### src/rtl/sisc_fetch_if.sv
`default_nettype none
// ============================================================================
//  Module   : sisc_fetch_if
//  Brief    : Core-side and instruction-memory-side signals of the fetch stage.
//  Revision : 1.0 - initial release
// ============================================================================
interface sisc_fetch_if #(
  parameter int ADDR_W = 16
) ();

  // core side
  logic              stall;
  logic              br_taken;
  logic [ADDR_W-1:0] br_target;
  logic [31:0]       instruction;
  logic              instr_valid;
  logic [ADDR_W-1:0] instr_pc;

  // instruction memory side
  logic              imem_req;
  logic [ADDR_W-1:0] imem_addr;
  logic              imem_ack;
  logic [31:0]       imem_rdata;

  modport master (
    input  stall,
    input  br_taken,
    input  br_target,
    input  imem_ack,
    input  imem_rdata,
    output imem_req,
    output imem_addr,
    output instruction,
    output instr_valid,
    output instr_pc
  );

  modport slave (
    output stall,
    output br_taken,
    output br_target,
    output imem_ack,
    output imem_rdata,
    input  imem_req,
    input  imem_addr,
    input  instruction,
    input  instr_valid,
    input  instr_pc
  );

endinterface
`default_nettype wire

### src/rtl/sisc_fetch.sv
`default_nettype none
// ============================================================================
//  Module   : sisc_fetch
//  Brief    : SISC instruction fetch stage: PC, imem req/ack, instruction reg.
//  Revision : 1.0 - initial release
// ============================================================================
module sisc_fetch #(
  parameter int                ADDR_W   = 16,
  parameter logic [ADDR_W-1:0] RESET_PC = '0
) (
  input  logic         clk,
  input  logic         rst_f,
  sisc_fetch_if.master bus
);

  localparam int              c_STATE_W = 2;
  localparam logic [ADDR_W-1:0] c_PC_ONE = {{(ADDR_W-1){1'b0}}, 1'b1};

  typedef enum logic [c_STATE_W-1:0] {
    FETCH = 2'd0,
    ISSUE = 2'd1,
    FLUSH = 2'd2
  } state_t;

  state_t            r_state;
  logic [ADDR_W-1:0] r_pc;
  logic [ADDR_W-1:0] r_flush_addr;
  logic [31:0]       r_instr;
  logic [ADDR_W-1:0] r_instr_pc;
  logic              r_valid;

  logic [ADDR_W-1:0] w_pc_inc;

  assign w_pc_inc = r_pc + c_PC_ONE;

  always_ff @(posedge clk) begin
    if (rst_f) begin
      r_state      <= FETCH;
      r_pc         <= RESET_PC;
      r_flush_addr <= '0;
      r_instr      <= '0;
      r_instr_pc   <= '0;
      r_valid      <= 1'b0;
    end else begin
      case (r_state)
        FETCH: begin
          if (bus.br_taken) begin
            r_pc <= bus.br_target;
            // Without an ack the old read is still in flight and must drain.
            if (!bus.imem_ack) begin
              r_flush_addr <= r_pc;
              r_state      <= FLUSH;
            end
          end else if (bus.imem_ack) begin
            r_instr    <= bus.imem_rdata;
            r_instr_pc <= r_pc;
            r_pc       <= w_pc_inc;
            r_valid    <= 1'b1;
            r_state    <= ISSUE;
          end
        end

        ISSUE: begin
          if (bus.br_taken) begin
            r_pc    <= bus.br_target;
            r_valid <= 1'b0;
            r_state <= FETCH;
          end else if (!bus.stall) begin
            r_valid <= 1'b0;
            r_state <= FETCH;
          end
        end

        FLUSH: begin
          if (bus.br_taken) begin
            r_pc <= bus.br_target;
          end
          if (bus.imem_ack) begin
            r_state <= FETCH;
          end
        end

        default: begin
          r_valid <= 1'b0;
          r_state <= FETCH;
        end
      endcase
    end
  end

  // Request is a function of state only, masked while reset is held.
  assign bus.imem_req    = (r_state != ISSUE) && !rst_f;
  assign bus.imem_addr   = (r_state == FLUSH) ? r_flush_addr : r_pc;
  assign bus.instruction = r_instr;
  assign bus.instr_pc    = r_instr_pc;
  assign bus.instr_valid = r_valid;

endmodule
`default_nettype wire
### src/flat_wrapper.sv
// flat-port wrapper written by rule: the top's interface ports become plain ports
module sisc_fetch_flat 
#(
  parameter int                ADDR_W   = 16,
  parameter logic [ADDR_W-1:0] RESET_PC = '0
)
  (clk, rst_f, bus_stall, bus_br_taken, bus_br_target, bus_imem_ack, bus_imem_rdata, bus_imem_req, bus_imem_addr, bus_instruction, bus_instr_valid, bus_instr_pc);
  sisc_fetch_if #(.ADDR_W(ADDR_W)) bus_i ();
  input  logic clk;
  input  logic rst_f;
  input wire logic [$bits(bus_i.stall)-1:0] bus_stall;
  input wire logic [$bits(bus_i.br_taken)-1:0] bus_br_taken;
  input wire logic [$bits(bus_i.br_target)-1:0] bus_br_target;
  input wire logic [$bits(bus_i.imem_ack)-1:0] bus_imem_ack;
  input wire logic [$bits(bus_i.imem_rdata)-1:0] bus_imem_rdata;
  output wire logic [$bits(bus_i.imem_req)-1:0] bus_imem_req;
  output wire logic [$bits(bus_i.imem_addr)-1:0] bus_imem_addr;
  output wire logic [$bits(bus_i.instruction)-1:0] bus_instruction;
  output wire logic [$bits(bus_i.instr_valid)-1:0] bus_instr_valid;
  output wire logic [$bits(bus_i.instr_pc)-1:0] bus_instr_pc;
  assign bus_i.stall = bus_stall;
  assign bus_i.br_taken = bus_br_taken;
  assign bus_i.br_target = bus_br_target;
  assign bus_i.imem_ack = bus_imem_ack;
  assign bus_i.imem_rdata = bus_imem_rdata;
  assign bus_imem_req = bus_i.imem_req;
  assign bus_imem_addr = bus_i.imem_addr;
  assign bus_instruction = bus_i.instruction;
  assign bus_instr_valid = bus_i.instr_valid;
  assign bus_instr_pc = bus_i.instr_pc;
  sisc_fetch #(.ADDR_W(ADDR_W), .RESET_PC(RESET_PC)) u_core (.clk(clk), .rst_f(rst_f), .bus(bus_i));
endmodule
### config.mk
export PLATFORM = sky130hd
export DESIGN_NAME = sisc_fetch_flat
export DESIGN_NICKNAME = d
export VERILOG_FILES = /design/src/rtl/sisc_fetch_if.sv /design/src/rtl/sisc_fetch.sv /design/src/flat_wrapper.sv
export SDC_FILE = /design/constraint.sdc
export NUM_CORES = 1
export LEC_CHECK = 0
export CELL_PAD_IN_SITES_DETAIL_PLACEMENT = 0
export CELL_PAD_IN_SITES_GLOBAL_PLACEMENT = 1
export CORE_MARGIN = 5
export CORE_UTILIZATION = 29
export DETAILED_ROUTE_END_ITERATION = 16
export PLACE_DENSITY_LB_ADDON = 0.1
export SLEW_MARGIN = 20
export SYNTH_ARGS = -nofsm -noshare
export SYNTH_HDL_FRONTEND = slang
export SYNTH_SLANG_ARGS = --single-unit
### constraint.sdc
create_clock -name clk -period 1.87 [get_ports clk]
set_clock_uncertainty 0.15 [all_clocks]
set_input_delay 0.187 -clock clk [delete_from_list [all_inputs] [get_ports clk]]
set_output_delay 0.187 -clock clk [all_outputs]
set_load 0.005 [all_outputs]
==> qor.txt <==
Power Total - 4704 uW
Clk pin slew, worst setup/hold paths - 0.06 ns
# fillers - 1250
Slowest CP cell - dfxtp_2
F_max - 523.0 MHz
Crit Path Max Fanout - 5
Hold Fails Final Rpt - 0
Status - complete, but fails checks
Hpwl dp - 8.061 mm
Avg Inst Size Synth - 7.786 um^2
Final hold slack - 0.2114 ns
Grt total ovfl - 0
GR peak layer - met2
Avg WL per Cell - 15.49 um
Critical Path End Type - primary output
Via/cell ratio - 4.790
# diodes - 0
Boundary pin count - 119
Fin nets - 664
Drt first pass iters - 4
Share of post-route cells with drive strength above 1 - 19.15%
Post-route ant nets - 0
Post-synthesis cell count - 457
Tightest Pin Transition - 0.4043 ns
Setup WS post-layout - -0.04215 ns
Die X - 120.8 um
Fin crit period - 1.912 ns
Area growth from synthesis to layout - 59.11%
RSZ-0062 raised after global routing - yes
Num rows - 40
Largest net degree at the start of global routing - 84
Final core occ - 47.14%
Peak supply drop - 0.4139 mV
FF-to-FF setup slack - 0.07 ns
Yosys cell types - 37
Routing usage on met1 - 20.66%
Max stage delay on crit path - 0.33 ns
Pre-CTS WS - -0.09690 ns
Syn Std Cell Area - 0.003558 mm^2
CTS buffer count - 9
Core area - 0.01201 mm^2
Clock insertion delay at the later pin of the skew report - 0.34 ns
Initial Utilization - 29.63%
Setup tns final - -0.1360 ns
Via Count - 3631
Clock buffer depth - 2
RePlAce Congestion - 0.8075
Met2 usage - 24.94%
Tot GR Track Use - 15.60%
Slew Limit Headroom - 73.04%
Clock Sinks - 83
GRT met3 Usage - 2.993%
CP Class - reg2out
Synthesis Warnings - 0
Final setup vio count - 4
Failing checks - negative setup slack
Final Max Slew Viols - 0
First-pass GRT wire length - 18.11 mm
TritonCTS clock tree - done
Most Frequent Cell on Critical Path - buf_6
Routed WL - 11.74 mm
Root buf cell - clkbuf_16
Pwr/cell area - 830.9 mW/mm^2
Initial antenna violation count - 0
Critical-path cell list - inv_2, ha_4, clkbuf_16, buf_6, mux2_4, buf_6
Iteration-0 DRC Markers - 187
Die span in y - 120.8 um
Main synth FF type - dfxtp_1
DRC Markers - 0
Port Buf Inserts - 118
CP arrival - 1.58 ns
Worst hold path type - in2reg
CP Launch Type - flop
WP data required - 1.53 ns
Register area share after synthesis - 46.69%
Tcrit/Tclk final - 102.3%
Die Area - 0.01459 mm^2
Synthesized flop and latch total - 83
Ys async rst share - 0%
H-tree depth - 3
MaxCap Viol Count - 0
Syn_nets - 515
EDFF count, synth - 0
LEAKAGE - 0.002120 uW
Vias in the first global route - 3454
[layout by cell type (no fill, tap or decap), drive strengths merged, types with 6 or more instances in the layout]
cell type | synthesis | final
nand2 | 150 | 150
nand3 | 6 | 6
nor2 | 13 | 13
dfxtp | 83 | 83
clkdlybuf4s50 | 0 | 100
a211oi | 8 | 8
o21ai | 13 | 13
buf | 8 | 58
mux2 | 14 | 14
inv | 7 | 7
a21oi | 80 | 80
clkbuf | 25 | 23
[per-layer routing]
layer	vias to the layer above	wire length (um)
li1	1858	-
met1	1658	5494
met2	100	5516
met3	15	489
met4	0	240
met5	-	0
[synth_stat cells (4+ instances only)]
cell type  count  area share, %
nand2_1      149             16
dfxtp_1       83             47
a21oi_1       80             11
clkbuf_1      24            2.5
mux2_2        14            4.4
nor2_1        13            1.4
o21ai_0       13            1.8
a211oi_1       8            1.7
inv_1          7           0.74
buf_2          6           0.84
nand3_1        6           0.84
a311oi_1       5            1.2
ha_1           5            1.8
nor4_1         5           0.88
o22ai_1        5           0.88
o32ai_1        4           0.98
[worst max-delay path: cells and delay by family (launching register included)]
family | cells | cell delay, ns
flops | 1 | 0.33
fa+ha+maj | 1 | 0.18
mux | 1 | 0.29
buf+inv | 4 | 0.44
[power by group]
group | internal [uW] | total [uW] | switching, uW
Combinational | 605 | 1090 | 489
Clock | 930 | 1660 | 727
Sequential | 1880 | 1950 | 72.2
[cell families after synthesis]
| kind of cell | synth area share, % |
|---|---|
| and+or+nand+nor | 21.94 |
| AOI/OAI and AO/OA | 20.50 |
| DFF | 46.69 |
| buffers and inverters | 4.677 |
| muxes | 4.430 |
| adders and majority gates | 1.758 |
[repair_timing]
action | CTS | global route
setup endpoints to repair | 17 | 28
gates cloned | 0 | 3
pin swaps | 0 | 4
buffers inserted | 2 | 3
gates resized for setup | 53 | 43
hold buffers | 0 | 0
[through the flow]
step	instances	area [um^2]
floorplan	457	3562
CTS	752	5483
global placement	734	5195
finish	758	5662
global route	758	5662
detailed placement	734	5195
[final timing paths]
check,startpoint,end,cells after the start
worst min register to register,u_core.bus.instruction[1],u_core.bus.instruction[1],2
worst max register to register,u_core.r_state[0],u_core.r_pc[14],9
worst max-delay path,u_core.r_state[0],bus_imem_addr[14],6
worst min-delay path,rst_f,u_core.r_pc[2],3
[layout make-up]
cell class              count  area (um^2)  share of cell area [%]
well taps                 147        183.9                   3.249
flip-flops and latches     83         1664                   29.39
clock buffers              11        242.7                   4.287
clock inverters             5        28.78                  0.5083
inverters                   7        26.28                  0.4641
repair buffers            171         1677                   29.61
multi-input cells         334         1839                   32.49
[state kept, by name, summed over array words and instances (netlist names)]
signal                  count
u_core.r_flush_addr        16
u_core.r_pc                16
u_core.bus.instr_pc        16
u_core.bus.instr_valid      1
u_core.r_state              2
u_core.bus.instruction     32
Power figures use the tool's default switching activity.
